$ cat src/rtl/pipe_ctrl_pkg.sv
// Shared definitions for the pipeline sequencing controller: FSM encodings
// and stage indices used to address per-stage stall/flush vectors.
package pipe_ctrl_pkg;

  localparam int ST_W = 2;

  typedef enum logic [ST_W-1:0] {
    ST_RUN   = 2'b00,
    ST_DRAIN = 2'b01,
    ST_FLUSH = 2'b10
  } ctrl_state_e;

  localparam int STAGE_F = 0;
  localparam int STAGE_D = 1;
  localparam int STAGE_E = 2;
  localparam int STAGE_M = 3;
  localparam int STAGE_W = 4;
  localparam int NUM_STAGES = 5;

endpackage

$ cat src/rtl/flopr.sv
// Resettable flip-flop bank; asynchronous active-high reset to zero.
module flopr #(
  parameter int WIDTH = 8
) (
  input  logic             clk,
  input  logic             rst,
  input  logic [WIDTH-1:0] d,
  output logic [WIDTH-1:0] q
);

  always_ff @(posedge clk or posedge rst) begin
    if (rst) q <= '0;
    else     q <= d;
  end

endmodule

$ cat src/rtl/stall_counter.sv
// Free-running stall-cycle counter; wraps naturally at its width.
module stall_counter #(
  parameter int CNT_W = 32
) (
  input  logic             clk,
  input  logic             rst,
  input  logic             inc,
  output logic [CNT_W-1:0] cnt
);

  logic [CNT_W-1:0] cnt_q, cnt_d;

  always_comb begin
    cnt_d = cnt_q;
    if (inc) cnt_d = cnt_q + 1'b1;
  end

  always_ff @(posedge clk or posedge rst) begin
    if (rst) cnt_q <= '0;
    else     cnt_q <= cnt_d;
  end

  assign cnt = cnt_q;

endmodule

$ cat src/rtl/pipe_stall_ctrl.sv
// Stall/flush sequencing for the 5-stage core; exception flushes wait for
// outstanding sram-like transactions. Stall counter built only with PIPE_STALL_CNT_EN.
module pipe_stall_ctrl
  import pipe_ctrl_pkg::*;
#(
  parameter int CNT_W = 32
) (
  input  logic             clk,
  input  logic             rst,
  input  logic             inst_busy,
  input  logic             data_busy,
  input  logic             div_busy,
  input  logic             lw_hazard_d,
  input  logic             excep_m,
  output logic             stall_f,
  output logic             stall_d,
  output logic             stall_e,
  output logic             stall_m,
  output logic             stall_w,
  output logic             flush_d,
  output logic             flush_e,
  output logic             flush_m,
  output logic             flush_w,
  output logic             redirect_f,
  output logic [1:0]       ctrl_state,
  output logic [CNT_W-1:0] stall_cnt
);

  logic [ST_W-1:0]            state_q;
  ctrl_state_e                state_d;
  logic                       mem_busy;
  logic                       flush_ev;
  logic [NUM_STAGES-1:0]      stall_v;
  logic [STAGE_W:STAGE_D]     flush_v;
  logic                       redirect;

  flopr #(.WIDTH(ST_W)) u_state (
    .clk (clk),
    .rst (rst),
    .d   (state_d),
    .q   (state_q)
  );

  always_comb begin
    mem_busy = inst_busy | data_busy;
    state_d  = ST_RUN;
    stall_v  = '0;
    flush_v  = '0;
    redirect = 1'b0;

    // 2'b11 falls to default and recovers to RUN
    case (state_q)
      ST_RUN:   if (excep_m && mem_busy) state_d = ST_DRAIN;
      ST_DRAIN: state_d = mem_busy ? ST_DRAIN : ST_FLUSH;
      default:  state_d = ST_RUN;
    endcase

    flush_ev = (state_q == ST_FLUSH) ||
               ((state_q == ST_RUN) && excep_m && !mem_busy);

    // Priority chain keeps any flushed register from also being stalled
    if (flush_ev) begin
      flush_v  = '1;
      redirect = 1'b1;
    end else if ((state_q == ST_DRAIN) || mem_busy) begin
      stall_v = '1;
    end else if (div_busy) begin
      stall_v[STAGE_F] = 1'b1;
      stall_v[STAGE_D] = 1'b1;
      stall_v[STAGE_E] = 1'b1;
      flush_v[STAGE_M] = 1'b1;
    end else if (lw_hazard_d) begin
      stall_v[STAGE_F] = 1'b1;
      stall_v[STAGE_D] = 1'b1;
      flush_v[STAGE_E] = 1'b1;
    end
  end

  assign stall_f    = stall_v[STAGE_F] & ~rst;
  assign stall_d    = stall_v[STAGE_D] & ~rst;
  assign stall_e    = stall_v[STAGE_E] & ~rst;
  assign stall_m    = stall_v[STAGE_M] & ~rst;
  assign stall_w    = stall_v[STAGE_W] & ~rst;
  assign flush_d    = flush_v[STAGE_D] & ~rst;
  assign flush_e    = flush_v[STAGE_E] & ~rst;
  assign flush_m    = flush_v[STAGE_M] & ~rst;
  assign flush_w    = flush_v[STAGE_W] & ~rst;
  assign redirect_f = redirect & ~rst;
  assign ctrl_state = state_q;

`ifdef PIPE_STALL_CNT_EN
  stall_counter #(.CNT_W(CNT_W)) u_stall_cnt (
    .clk (clk),
    .rst (rst),
    .inc (stall_f),
    .cnt (stall_cnt)
  );
`else
  assign stall_cnt = '0;
`endif

endmodule

$ cat config.mk
export PLATFORM = sky130hd
export DESIGN_NAME = pipe_stall_ctrl
export DESIGN_NICKNAME = d
export VERILOG_FILES = /design/src/rtl/pipe_ctrl_pkg.sv /design/src/rtl/flopr.sv /design/src/rtl/stall_counter.sv /design/src/rtl/pipe_stall_ctrl.sv
export SDC_FILE = /design/constraint.sdc
export NUM_CORES = 1
export LEC_CHECK = 0
export CAP_MARGIN = 20
export CORE_MARGIN = 2
export CORE_UTILIZATION = 28
export DETAILED_ROUTE_END_ITERATION = 16
export GPL_TIMING_DRIVEN = 0
export PLACE_DENSITY = 0.83
export SYNTH_ARGS = -nofsm -noshare
export SYNTH_HDL_FRONTEND = slang
export SYNTH_SLANG_ARGS = --single-unit
$ cat constraint.sdc
create_clock -name clk -period 4.05 [get_ports clk]
set_input_delay 0.81 -clock clk [delete_from_list [all_inputs] [get_ports clk]]
set_output_delay 0.81 -clock clk [all_outputs]
set_load 0.01 [all_outputs]
==> results of run 1 <==
[how the worst max path moves through the flow]
stage,from,endpoint,depth (start not counted)
final,data_busy,stall_f,6
after global routing,data_busy,stall_f,6
after CTS,data_busy,stall_f,6
after detailed placement,data_busy,stall_f,6
after global placement,data_busy,stall_f,6
after floorplan,data_busy,stall_f,4
[cell usage after synthesis]
| cell | number | area share, % |
|---|---|---|
| sky130_fd_sc_hd__o22ai_1 | 1 | 1.4 |
| sky130_fd_sc_hd__nor3_1 | 2 | 2.2 |
| sky130_fd_sc_hd__and2b_1 | 1 | 1.7 |
| sky130_fd_sc_hd__buf_4 | 36 | 61 |
| sky130_fd_sc_hd__nor2b_1 | 1 | 1.4 |
| sky130_fd_sc_hd__a31oi_1 | 2 | 2.8 |
| sky130_fd_sc_hd__or2_1 | 1 | 1.4 |
| sky130_fd_sc_hd__or3_4 | 1 | 2.5 |
| sky130_fd_sc_hd__inv_1 | 2 | 1.7 |
| sky130_fd_sc_hd__a21oi_1 | 1 | 1.1 |
| sky130_fd_sc_hd__o211ai_1 | 1 | 1.7 |
| sky130_fd_sc_hd__o211a_1 | 2 | 4.5 |
| sky130_fd_sc_hd__and3_1 | 1 | 1.4 |
| sky130_fd_sc_hd__nand2_1 | 1 | 0.84 |
| sky130_fd_sc_hd__dfrtp_1 | 2 | 11 |
| sky130_fd_sc_hd__nor2_1 | 3 | 2.5 |
| sky130_fd_sc_hd__conb_1 | 1 | 0.84 |
[per-stage QoR]
stage,hold slack [ns],setup slack (ns),utilization (%),power [uW]
4_1_cts,0.527,0.555,52.1,152
3_5_place_dp,0.519,0.558,50.6,107
2_1_floorplan,0.531,1.42,-,80.1
5_1_grt,0.547,0.500,52.1,161
6_report,0.514,0.561,52.1,150
3_3_place_gp,0.508,0.559,50.6,106
[power by group]
part	switching [uW]	total, uW	leakage [uW]	internal [uW]
combinational	35.2	83.4	0.000424	48.2
clock	10.0	42.6	0.0000138	32.6
sequential	2.36	24.3	0.0000252	22.0
[kinds of logic (layout without fill, tap and decap cells)]
group                  after synthesis  after routing
DFF                                  2              2
and+or+nand+nor                     11             11
AOI/OAI and AO/OA                    7              7
buffers and inverters               38             59
other                                1             32
[layout make-up]
| class | instances | share of cell area [%] |
|---|---|---|
| plain buffers | 36 | 34.4 |
| clock buffers | 3 | 2.87 |
| inverters | 2 | 0.957 |
| multi-input cells | 50 | 29.8 |
| flip-flops and latches | 2 | 6.38 |
| well taps | 16 | 2.55 |
| repair buffers | 18 | 23.0 |
[per-layer routing]
| metal | GRT usage (%) | vias to the layer above |
|---|---|---|
| met1 | 8.73 | 156 |
| li1 | - | 231 |
| met4 | 5.45 | 0 |
| met5 | 0 | - |
| met2 | 15.9 | 29 |
| met3 | 2.92 | 0 |
==> summary.md, run 1 <==
Longest individual stage delay on the worst path: 0.46 ns. The area occupied by registers was 50.0 um2; the maximum clock frequency was 287 MHz. The number of buffer cells added on primary ports came out at 18. The worst setup path is launched from a primary input. For this design the static power due to leakage is 0.000463 uW. The synthesized netlist devotes 11.5% of its cell area to compound gates. The first global-routing pass estimated 1280 um of wire. Global routing finished with a remaining overflow of 0.

The fraction of layout instances using a drive strength above 1 works out to 36.0%. The core region is 1510 um2. The CTS sink count was 2. Adding up every negative setup slack in the final design gives 0 ns. The synthesized netlist devotes 0% of its cell area to XOR and XNOR gates. The flow ran to the end, and the final reports show no timing, DRC or antenna violations. The synthesized netlist occupies a cell area of 445 um2. The worst setup path is captured at an output pin. From bottom edge to top edge, the die measures 43.9 um. Type of the worst setup path: in -> out. Post-CTS repair changed the size of 0 cells. The register with the most flip-flops in the layout has 2 of them. Counting both buffers and inverters, the worst setup path holds a total of 3. The startpoint identified for the worst hold timing path is u_state.q[1]. The register clock-pin slew on the reported worst setup and hold paths is 0.03 ns.

The number of hold buffers added after CTS was 0; the via count of the first global-routing pass was 316. After synthesis, the share of cell area in mux cells is 0%. Once placement finished, the instance area stood at 762 um2.

The logs give 154 for the number of filler instances in the final layout and 1930 um2 for the die area. After detailed routing, the wire length on met1 is 280 um. The clock reaches the later pin of the worst-skew pair after 0.22 ns. The library cell contributing the largest single delay on the critical path is sky130_fd_sc_hd__clkdlybuf4s50_1.

Buffers inserted during clock tree synthesis total 3. The multi-input logic area is 234 um2. The buffer count from post-CTS setup fixing was 0; the fraction of the mapped netlist area in simple logic gates was 14.0%.

The root buffer cell is sky130_fd_sc_hd__clkbuf_4. The setup check on the worst reg-to-reg path leaves a slack of 3.29 ns. The data arrival time of the worst path is 2.68 ns.

The maximum buffer depth of the clock tree came out at 2. Most used cell along the critical path: sky130_fd_sc_hd__clkdlybuf4s50_1. The most common cell after layout, fill and taps aside was sky130_fd_sc_hd__buf_4.

Of the available clock period, the critical path in the final layout requires 86.1%. In this run the remaining antenna-violating nets after routing total 0. Including well taps, the total number of placed cells is 124.

After synthesis the netlist holds a flip-flop and latch count of 2. Counting I/O delays and the setup requirement, the final critical path takes 3.49 ns. The total of warnings raised by yosys is 0, and the required time of the worst setup path is 3.24 ns.

For the routability congestion estimate, the log shows 0.646. Synthesis handed over a netlist of 59 instances. The clock arrives with 0.00104 ns of skew. The tool flagged a number of max-cap violations equal to 0.

After floorplanning, the core was divided into 14 placement rows. Average cell area after synthesis: 7.55 um2. Largest family of logic cells by synthesized area: buffers and inverters. Leaving out fill and tap cells, the most frequent cells in the layout are 36 x sky130_fd_sc_hd__buf_4, 32 x sky130_fd_sc_hd__conb_1, 18 x sky130_fd_sc_hd__clkdlybuf4s50_1. Path type of the worst min-delay path: reg -> reg. The depth of the worst hold-timing path came out at 1. Once the floorplan was initialized, standard cells occupied 29.6% of the core. The run gives 11.2% as the sequential element share of the synthesized area. The repair_antennas step left the layout with diodes totalling 0. The power per cell area is 192 nW/um2. Of all nets on the critical path, the largest fanout is 3.

Entering global routing, the biggest net connects 7 pins. The depth of the most critical reg-to-reg path is 2, and the number of failing hold endpoints at the final stage is 0. The tools report the launch point of the worst reg-to-reg path as u_state.q[0]. For this run, the detailed router's first-pass iteration total came to 2. Non-filler instance count after layout: 127. Routed signal wires occupy layers up through met3. The largest registers in the layout are u_state.q x2. The top cell family by delay on the critical path is buffers and inverters. The worst-case IR drop observed on VDD is 0.146 mV. The synthesized netlist devotes 0% of its cell area to adder and majority cells.

The post-detailed-route wirelength per cell was 7.04 um. In the routed design, unresolved DRC markers number 0. TritonCTS built the clock tree. The number of endpoints failing setup at the final stage was 0; the CTS H-tree depth was 1. The max-slew violation total from the final report is 0, and the detailed placement HPWL is 811 um. The run gives 1 as the number of DRC markers after the initial detailed-route iteration. The tools report the global-route usage over all layers as 8.89%. In this run, distinct cell masters in the synthesized netlist total 17.

Endpoint of the worst hold path: u_state.q[1]. The tools report the overall via count from detail_route as 416. In the routed layout, each cell is associated on average with a via count of 3.28. Measured along the x axis, the die boundary spans 43.9 um. The final layout contains routed wiring with a total length of 894 um. Setup repair after global routing left no endpoint under its margin. The routed design uses 459 um of met2 wire. For this run, the post-layout net count is 120. Once layout is done, the placed cells without fillers occupy 785 um2. The endpoint identified for the worst register-to-register timing path is u_state.q[1].

Traced cell by cell, the critical path runs through clkdlybuf4s50_1 > or2_1 > or3_4 > o211a_1 > buf_4 > clkdlybuf4s50_1. The number of antenna violations at the first check in global routing is 0, and the routed wire length on met3 is 153 um. The I/O pin total came out at 51. Ranked by flip-flop count, first place goes to u_state.q.

The area growth from synthesis to layout is 76.1%.
No activity file was read; power rests on OpenSTA's default activity.
==> run 2: changes to the inputs <==
--- a/config.mk
+++ b/config.mk
@@ -6,6 +6,7 @@
 export NUM_CORES = 1
 export LEC_CHECK = 0
 export CAP_MARGIN = 20
+export CORE_ASPECT_RATIO = 0.9
 export CORE_MARGIN = 2
 export CORE_UTILIZATION = 28
 export DETAILED_ROUTE_END_ITERATION = 16
==> run 2 against run 1 <==
Compared with the run above:
- highest routed layer unchanged
- register-to-register slack barely moved
- combinational power barely moved
- cell count fell by 0.79%
- largest power group unchanged
- worst hold slack improved by 0.0023 ns
- final area fell by 0.16%
==> summary.md, run 2 (synthesis results as in run 1) <==
The run finished with clean final reports. Maximum number of pins on one net before global-route repair: 7 (unchanged). The post-detailed-route wirelength per cell is 7.17 um (+1.8%), and the flip-flop count of the largest register after layout is 2 (unchanged). For hold timing, the worst endpoint is u_state.q[1].

The run gives 48.5 uW (+1.9%) as the reported net switching power. The path class of the tightest hold or removal check is reg -> reg. The most common cell after layout, fill and taps aside is sky130_fd_sc_hd__buf_4.

The tools report the startpoint kind of the worst setup timing path as a primary input. The die area was 1930 um2 (about the same); the x dimension of the die was 46.0 um (+4.9%). The logs give 28.8% (+0.5 points) for the power share of the clock group and 123 (-0.81%) for the placed instance count. The switching part of the total power is 32.0% (+0.39 points), and the number of DRC markers after the initial detailed-route iteration is 0 (-1). The worst hold path begins at u_state.q[1]. The register clock-pin slew on the reported worst setup and hold paths works out to 0.03 ns (about the same). The fraction of layout instances using a drive strength above 1 came out at 36.0% (unchanged). The cell sitting at the root of the clock tree is a sky130_fd_sc_hd__clkbuf_4. The area growth from synthesis to layout is 75.8%.

The worst setup skew after layout is 0.00179 ns (+0.000753 ns). The tools report the number of antenna violations at the first check in global routing as 0 (unchanged). The power per cell area was 193 nW/um2 (+0.84%).

The signal on the critical path passes through clkdlybuf4s50_1 > or2_1 > or3_4 > o211a_1 > buf_4 > clkdlybuf4s50_1. Count of TritonRoute iterations in the first routing pass: 1 (-1). The critical path starts at data_busy. u_state.q holds more flip-flops than any other register. The number of endpoints failing setup at the final stage is 0 (unchanged), and the height of the die is 41.8 um (-4.7%). The count of unresolved DRC violations after routing was 0 (unchanged).

The maximum buffer depth of the clock tree was 2 (unchanged); the data arrival time of the worst path was 2.69 ns (about the same). For the required time of the worst setup path, the log shows 3.24 ns (about the same). The slowest stage of the critical path is the sky130_fd_sc_hd__clkdlybuf4s50_1 cell. Setup repair after global routing left no endpoint under its margin. Number of failing hold endpoints at the final stage: 0 (unchanged). The routed via count divided by cell count was 3.37 (+2.7%); the area inside the core boundary was 1460 um2 (-2.8%). The run gives 126 (-0.79%) as the non-filler instance count after layout. The setup TNS was 0 ns (unchanged).

The tools report the launch point of the worst reg-to-reg path as u_state.q[0]. The tools report the leakage component of the power as 0.000463 uW (unchanged). The run gives 0 (unchanged) as the max-slew violation total from the final report. The part of the cycle the worst path needs was 86.4% (+0.24 points). The internal power contribution was 103 uW (+0.11%); the CTS H-tree depth was 1 (unchanged). The final hold slack came out at 0.516 ns (+0.00232 ns). Depth of the most critical reg-to-reg path: 2 (unchanged). In the layout the commonest cells are 36 x sky130_fd_sc_hd__buf_4, 32 x sky130_fd_sc_hd__conb_1, 18 x sky130_fd_sc_hd__clkdlybuf4s50_1. The number of buffer cells added on primary ports works out to 18 (unchanged). The total length of routed wires came out at 903 um (+1.0%). TritonCTS built the clock tree. The run gives 0.22 ns (about the same) as the clock latency at the later pin of the worst-skew pair. The tools report the number of violations of the max-capacitance limit as 0 (unchanged). The endpoint identified for the worst register-to-register timing path is u_state.q[1].

The run gives 295 (-6.6%) as the via count of the first global-routing pass. The top cell family by delay on the critical path is buffers and inverters. The routability congestion estimate was 0.718 (+11%).

The clock period minus final worst setup slack is 3.50 ns (+0.00978 ns), and the peak fanout along the critical path is 3 (unchanged). The type of the worst setup path is in -> out. The post-route antenna net violation count is 0 (unchanged), and the count of buffer and inverter cells on the critical path is 3 (unchanged).

The number of hold buffers added after CTS is 0 (unchanged), and the maximum clock frequency is 286 MHz (-0.28%). The longest individual stage delay on the worst path came out at 0.46 ns (about the same). The sequential cell fraction of total power is 16.0% (-0.2 points), and the number of resized instances in the post-cts repair step is 0 (unchanged). The buffer count from post-CTS setup fixing is 0 (unchanged), and the share of total power in combinational logic is 55.2% (-0.3 points). The depth of the worst hold-timing path was 1 (unchanged). The logs give 1250 um (-2.7%) for the first-pass GRT wire length and 2 (unchanged) for the CTS sink count. The tools report the row count as 13 (-1).

The tools report the global-route usage over all layers as 9.07% (+0.18 points). For the antenna cell count, the log shows 0 (unchanged). The worst vdd rail ir drop was 0.0949 mV (-35%); the overall via count from detail_route was 424 (+1.9%). I/O pin total: 51 (unchanged). STA classifies the critical path endpoint as an output pin.

The register-to-register setup slack was 3.30 ns (about the same). The effective utilization at floorplan came out at 30.4% (+0.86 points). The number of buffers created by CTS was 3 (unchanged). The most used cell along the critical path is sky130_fd_sc_hd__clkdlybuf4s50_1. The logs give 0 (unchanged) for the total overflow reported by the global router and 120 (unchanged) for the count of nets after finishing. The largest registers in the layout are u_state.q x2.
-- run 2: cell counts in the layout (fill, tap and decap cells not counted) --
Identical to the previous run, type by type.
-- run 2: how the worst max path moves through the flow --
| stage | slack [ns] | endpoint | depth (start not counted) |
|---|---|---|---|
| floorplan | 1.42 | stall_f | 4 |
| global placement | 0.56 | stall_f | 6 |
| detailed placement | 0.56 | stall_f | 6 |
| CTS | 0.55 | stall_f | 6 |
| global route | 0.50 | stall_f | 6 |
| finish | 0.55 | stall_f | 6 |
-- run 2: area by class of cell --
class	count	area [um2]
Clock buffer	3	22.5
Timing Repair Buffer	18	180
Fill cell	142	681
Multi-Input combinational cell	50	234
Sequential cell	2	50.0
Inverter	2	7.51
Tap cell	15	18.8
Buffer	36	270
-- run 2: worst register-to-register path, stage by stage (launching register included) --
cell                      delay (ns)
sky130_fd_sc_hd__dfrtp_1        0.39
sky130_fd_sc_hd__inv_1          0.09
sky130_fd_sc_hd__nor3_1         0.18
-- run 2: power groups by stage --
stage / sequential [uW] / combinational, uW / clock, uW
6_report: 24.2 / 83.5 / 43.6
3_5_place_dp: 24.4 / 82.5 / 0
3_3_place_gp: 24.2 / 81.5 / 0
5_1_grt: 24.8 / 90.7 / 48.7
2_1_floorplan: 24.9 / 55.2 / 0
4_1_cts: 24.2 / 82.7 / 46.8
-- run 2: stage by stage --
step                      area [um2]  total power (uW)  setup WS (ns)  utilization, %
final                            783               151          0.551            53.5
after CTS                        783               154          0.551            53.5
after floorplan                  562              80.1           1.42               -
after global routing             783               164          0.504            53.5
after global placement           761               106          0.557            52.0
after detailed placement         761               107          0.555            52.0
-- run 2: routing by layer --
layer | wire, um | GRT usage, % | vias up
li1 | - | - | 228
met1 | 278 | 8.05 | 170
met2 | 504 | 15.8 | 26
met3 | 121 | 1.74 | 0
met4 | 0 | 8.57 | 0
met5 | 0 | 0 | -
==> run 3: changes to the inputs <==
==> constraint.sdc (replaced) <==
create_clock -name clk -period 4.05 [get_ports clk]
set_input_delay 0.81 -clock clk [delete_from_list [all_inputs] [get_ports clk]]
set_output_delay 0.81 -clock clk [all_outputs]
set_load 0.02 [all_outputs]
==> results of run 3 <==
Same layout as run 2 (identical final DEF). Status: completed.
Main changes from that run: setup slack after placement 0.555 ns -> 0.496 ns; setup slack after layout 0.551 ns -> 0.492 ns; total power 151 uW -> 172 uW; worst IR drop on VDD 0.0949 mV -> 0.107 mV
